**src/rtl/mod_counter.sv**
```systemverilog
// ============================================================================
// mod_counter : prescaled up/down modulo-N counter with load, TC pulse, sticky OVF
// Optional MOD_COUNTER_SAT_EN adds SAT input (hold at bound instead of wrap)
// Revision 1.0
// ============================================================================
`default_nettype none

module mod_counter #(
    parameter int              WIDTH    = 4,
    parameter longint unsigned MODULUS  = 16,
    parameter int              PRESCALE = 1
) (
    input  logic             CLK,
    input  logic             RST_N,
    input  logic             EN,
    input  logic             UP,
    input  logic             LOAD,
    input  logic [WIDTH-1:0] D,
    input  logic             CLR,
`ifdef MOD_COUNTER_SAT_EN
    input  logic             SAT,
`endif
    output logic [WIDTH-1:0] Q,
    output logic             TC,
    output logic             OVF
);

    localparam int               c_PW      = (PRESCALE > 1) ? $clog2(PRESCALE) : 1;
    localparam logic [WIDTH-1:0] c_MAX     = WIDTH'(MODULUS - 64'd1);
    localparam logic [c_PW-1:0]  c_PRE_MAX = c_PW'(PRESCALE - 1);

    logic [WIDTH-1:0] count_q, count_d;
    logic [c_PW-1:0]  pre_q, pre_d;
    logic             tc_q, tc_d;
    logic             ovf_q, ovf_d;

    logic             step;
    logic             at_bound;
    logic             sat_w;

`ifdef MOD_COUNTER_SAT_EN
    assign sat_w = SAT;
`else
    assign sat_w = 1'b0;
`endif

    // With PRESCALE=1 the prescaler is pinned at 0 == c_PRE_MAX, so every EN cycle steps.
    assign step     = EN && !LOAD && (pre_q == c_PRE_MAX);
    assign at_bound = UP ? (count_q == c_MAX) : (count_q == '0);

    always_comb begin
        pre_d   = pre_q;
        count_d = count_q;
        if (LOAD) begin
            pre_d   = '0;
            count_d = (D > c_MAX) ? c_MAX : D;
        end else begin
            if (EN) begin
                pre_d = (pre_q == c_PRE_MAX) ? '0 : pre_q + c_PW'(1);
            end
            if (step) begin
                if (at_bound) begin
                    if (!sat_w) begin
                        count_d = UP ? '0 : c_MAX;
                    end
                end else begin
                    count_d = UP ? count_q + WIDTH'(1) : count_q - WIDTH'(1);
                end
            end
        end
        tc_d  = step && at_bound;
        // A new overflow event beats a coincident clear.
        ovf_d = tc_d || (ovf_q && !CLR);
    end

    always_ff @(posedge CLK) begin
        if (!RST_N) begin
            count_q <= '0;
            pre_q   <= '0;
            tc_q    <= 1'b0;
            ovf_q   <= 1'b0;
        end else begin
            count_q <= count_d;
            pre_q   <= pre_d;
            tc_q    <= tc_d;
            ovf_q   <= ovf_d;
        end
    end

    assign Q   = count_q;
    assign TC  = tc_q;
    assign OVF = ovf_q;

endmodule

`default_nettype wire

```
**config.mk**
```make
export PLATFORM = sky130hd
export DESIGN_NAME = mod_counter
export DESIGN_NICKNAME = d
export VERILOG_FILES = /design/src/rtl/mod_counter.sv
export SDC_FILE = /design/constraint.sdc
export NUM_CORES = 1
export LEC_CHECK = 0
export BUFFER_PORTS_ARGS = -buffer_cell sky130_fd_sc_hd__buf_2
export CORE_AREA = 2 2 39 41
export DETAILED_ROUTE_END_ITERATION = 16
export DIE_AREA = 0 0 41 43
export GPL_ROUTABILITY_DRIVEN = 0
export GPL_TIMING_DRIVEN = 0
export MAX_ROUTING_LAYER = met4
export REMOVE_ABC_BUFFERS = 1
export SLEW_MARGIN = 0
export SYNTH_ARGS = -nofsm -noshare
export SYNTH_HDL_FRONTEND = slang
export SYNTH_SLANG_ARGS = --single-unit
```
**constraint.sdc**
```tcl
create_clock -name CLK -period 2 [get_ports CLK]
set_input_delay 0.4 -clock CLK [delete_from_list [all_inputs] [get_ports CLK]]
set_output_delay 0.4 -clock CLK [all_outputs]
set_load 0.005 [all_outputs]
```
### Yosys cells after proc, flatten, opt, wreduce, memory -nomap -nowiden

Cells that the tools add are included.

| word-level totals | value |
|---|---|
| logic and storage cells | 29 |
| input bits | 10 |
| output and inout port bits | 6 |
| bits in registers | 7 |

| cells by class | value |
|---|---|
| muxes and demuxes | 8 |
| reduce and logical (&&, ||, !) cells | 10 |
| order comparisons | 1 |
| add/subtract/negate cells | 3 |
| equal/unequal tests | 1 |
| bitwise operators | 2 |

Operator list:

| operator | count |
|---|---|
| 2-to-1 mux 4 bit | 6 |
| adder 4 x 1 -> 4 bit (second input constant) | 1 |
| == test 4 bit (second input constant) | 1 |
| greater-than comparator 4 bit (second input constant) | 1 |
| logical AND 1 bit | 4 |
| logical NOT 4 bit | 1 |
| subtractor 4 x 1 -> 4 bit (second input constant) | 1 |
| logical NOT 1 bit | 2 |
| 2-to-1 mux 1 bit | 2 |
| NOT 1 bit | 2 |
| nonzero test 2 bit | 1 |
| OR reduction 2 bit | 1 |
| adder 1 bit (second input constant) | 1 |
| logical OR 1 bit | 1 |

### Depth between registers and ports, before layout

| depth | value |
|---|---|
| word-level depth | 5 |
| depth in mapped cells | 6 |
| depth with buffers taken out | 6 |

### Worst setup path after synthesis

Ideal clock, no wire load.

| path | value |
|---|---|
| path kind | input -> register |
| start | input UP |
| end | register count_q[3] (netlist: Q[3]) |
| arrival | 1.311 ns |
| setup time | 0.095 ns |
| stages | 6 |
| path buffers | 0 |
| path slack | 0.594 ns |
| cells stage by stage | inv_1 > ha_1 > a21o_1 > a21oi_1 > xnor2_1 > o311ai_1 |

| between the ends | value |
|---|---|
| word-level cells in the longest chain between the ends | 4 |
| elaborated cells on any way between the ends | 6 |
| classes of those cells | mux (6) |

Ends and longest elaborated chain:

| element | RTL line | source |
|---|---|---|
| start, declared | 16 | `input logic UP,` |
| 2-to-1 mux 4 bit, or another cell as far along | 67 | `count_d = UP ? count_q + WIDTH'(1) : count_q - WIDTH'(1);` |
| 2-to-1 mux 4 bit * | 62 | `if (at_bound) begin` |
| 2-to-1 mux 4 bit * | 61 | `if (step) begin` |
| 2-to-1 mux 4 bit * | 54 | `if (LOAD) begin` |
| end signal, assigned | 83 | `count_q <= count_d;` |
| end, declared | 32 | `logic [WIDTH-1:0] count_q, count_d;` |

Every way passes the cells marked *; elsewhere a longest branch is shown, timed or not. The select of a mux whose other input is x is not followed.
A chain may end at the register's enable or synchronous reset.

### Worst setup path after layout

| path | value |
|---|---|
| start | register count_q[1] (netlist: Q[1]) |
| end | register count_q[3] (netlist: Q[3]) |

| between the ends | value |
|---|---|
| word-level cells in the longest chain between the ends | 5 |
| elaborated cells on any way between the ends | 9 |
| classes of those cells | add/sub (2); eq/ne (1); mux (5); reduce/logical (1) |

Ends and longest elaborated chain:

| element | RTL line |
|---|---|
| subtractor 4 x 1 -> 4 bit, or another cell as far along | 67 |
| 2-to-1 mux 4 bit or 2-to-1 mux 1 bit (tied branches) | 67, 49 |
| 2-to-1 mux 4 bit * | 62 |
| 2-to-1 mux 4 bit * | 61 |
| 2-to-1 mux 4 bit * | 54 |

Marked as above.

==> results.yml <==
outcome:
  status: "finished, final reports clean"
final_layout:
  fillCellCount: 146
  drive_gt1_frac: 0.3438
  final-seq-area_um2: 120.1
  syn_to_final_growth_pct: 28.89
  antennaDiodeCount: 0
  layout.nets: 79
  multi_input_area_um2: 262.8
yosys:
  synthesis.area_um2: 394.1
  synthTopCellsByCount: "a21oi_1 (7), dfxtp_1 (6), nor2_1 (4), nand2_1 (3)"
  ys_seq_area_frac: 0.3048
  yosysTopAreaCell: "dfxtp_1"
  yosysUniqueCellTypes: 23
  ys.flop_type: "dfxtp_1"
  ys_warn_count: 0
  synth-seq-cells: 6
  async_reset_ff_frac: 0
  synth.most_common_cell: "a21oi_1"
  synth_edf_count: 0
  syn_area_per_cell_um2: 8.386
  synthTopCellsByArea: "dfxtp_1 (30%), a21oi_1 (8.9%), ha_1 (6.3%)"
  synth_top_cell_area_share: 0.3048
  syn-instance-count: 47
worst_setup_path:
  critPathLaunchType: "flop"
  criticalPathCategory: "reg2reg"
  path_max_fanout: 6
  crit_path_end_kind: "flop"
  arrival_ps: 1620
  cp.required_ps: 2150
place:
  io_buffers: 15
  post-place-ws_ps: 295.3
  hpwl_um: 670.9
sta:
  fmax_mhz: 678.8
  fin_ws_ps: 526.8
  hold_violations: 0
  tightestPinTransition_ps: 265.6
  rsz0062_at_grt: "no"
  skew_ps: 3.857
  fin_crit_sh: 0.7366
  setup_viol: 0
  drv_slew: 0
  timing.final.crit_period_ps: 1473
  fin_tns_setup_ps: 0
  relSlewSlack: 0.8227
clock_tree:
  clock_latency_ps: 240
  clkSlewWorstSetupHoldPaths_ps: 40
  cts_root_buf: "clkbuf_4"
  clockBufferDepth: 2
  cts.htree.levels: 1
  clkSinkCount: 6
  numCtsBuffers: 3
  cts-hold-fix-buffers: 0
  cts_tree: "yes"
  post_cts_resized: 0
  post_cts_buffers: 0
global_route:
  first_global_vias: 342
  grt-ovfl-total: 0
  grt_max_degree: 10
  antenna_found_initial: 0
  grt_usage: 0.1299
  grt_pass1_wl_um: 1455
route:
  route.detailed.wl_per_inst_um: 10.60
  drc: 0
  via_count: 379
  wl_um: 848
  drt-initial-drc-count: 4
  ant_nets: 0
  drt-pass1-iter-count: 4
  via_per_inst: 4.738
floorplan:
  die_w_um: 41
  dieArea_um2: 1763
  initial_utilization: 0.2848
  io_pins: 16
  row_count: 14
  die_y_um: 43
  core_area_um2: 1384
pwr:
  pwr-share-seq: 0.421
  vdd_drop_max_mv: 0.5239
  net-switching-power_uw: 95.22
  p_comb_frac: 0.261
  p_clk_frac: 0.318
  power.density_nw_per_um2: 668.1
  internal_power_uw: 244.2
  p_leak_uw: 0.0002453
  p_sw_frac: 0.2806
job:
  maxCapViolCount: 0
worst_hold_path:
  hp-class: "in2reg"
[final timing paths]
check / from / endpoint / slack (ps) / cells after the start
worst max-delay path: Q[1] / Q[3] / 530 / 5
worst min-delay path: D[0] / Q[0] / 390 / 3
worst max register to register: Q[1] / Q[3] / 530 / 5
worst min register to register: OVF / OVF / 470 / 2
[through the flow]
step                  util  area [µm²]  hold WS (ps)  instances  power, µW
floorplan                -       390.4         465.8         46      202.1
global placement    0.3508       485.5         460.0         77      233.5
detailed placement  0.3508       485.5         462.9         77      235.5
CTS                 0.3671       508.0         388.4         80      347.1
global route        0.3671       508.0         433.4         80      371.6
finish              0.3671       508.0         394.8         80      339.4
[routing by layer]
layer | vias to the layer above | GRT usage | wire length (µm)
met5 | - | - | 0
met4 | 0 | 0.02000 | 0
met3 | 0 | 0.09424 | 59
met2 | 9 | 0.1563 | 410
met1 | 167 | 0.1780 | 379
li1 | 203 | - | -
[sequential cells by signal (all words and copies together), names as in the netlist]
name  flops
Q         4
OVF       1
TC        1
[power groups by stage]
| stage | registers [µW] | clock network [µW] | logic, µW |
|---|---|---|---|
| detailed placement | 146 | 0 | 89.9 |
| floorplan | 143 | 0 | 59.0 |
| CTS | 143 | 113 | 90.2 |
| finish | 143 | 108 | 88.6 |
| global route | 144 | 124 | 103 |
| global placement | 145 | 0 | 88.7 |
[layout by cell type, fill, tap and decap left out]
cell and n:
a21o_1 1, a21oi_1 7, and2b_2 1, and3_1 1
and3_2 1, buf_2 15, clkbuf_4 3, dfxtp_1 6
fa_1 1, ha_1 2, inv_1 2, nand2_1 3
nand2b_1 2, nand3_1 2, nor2_1 4, nor2_4 1
nor3b_1 2, o21ai_0 1, o21ai_1 1, o22ai_1 2
o311ai_1 1, or4_4 1, xnor2_1 2, xor2_1 2
[layout make-up]
class / instances / share of cell area
flip-flops and latches: 6 / 0.2365
inverters: 2 / 0.01478
clock buffers: 3 / 0.04433
well taps: 16 / 0.03941
multi-input cells: 38 / 0.5172
repair buffers: 15 / 0.1478
[worst max-delay path, stage by stage, from the launching register on]
cell and delay (ps):
dfxtp_1 440, ha_1 270, a21o_1 170, a21oi_1 210
xnor2_1 100, o311ai_1 210
[cell families (layout without fill, tap and decap cells)]
logic type | after synthesis | count (layout) | synth area share
compound gates | 13 | 13 | 0.1873
xor+xnor | 4 | 4 | 0.08891
fa+ha+maj | 3 | 3 | 0.1143
buf+inv | 3 | 20 | 0.02857
flops | 6 | 6 | 0.3048
simple gates | 18 | 18 | 0.2762
No activity file was read; power rests on OpenSTA's default activity.
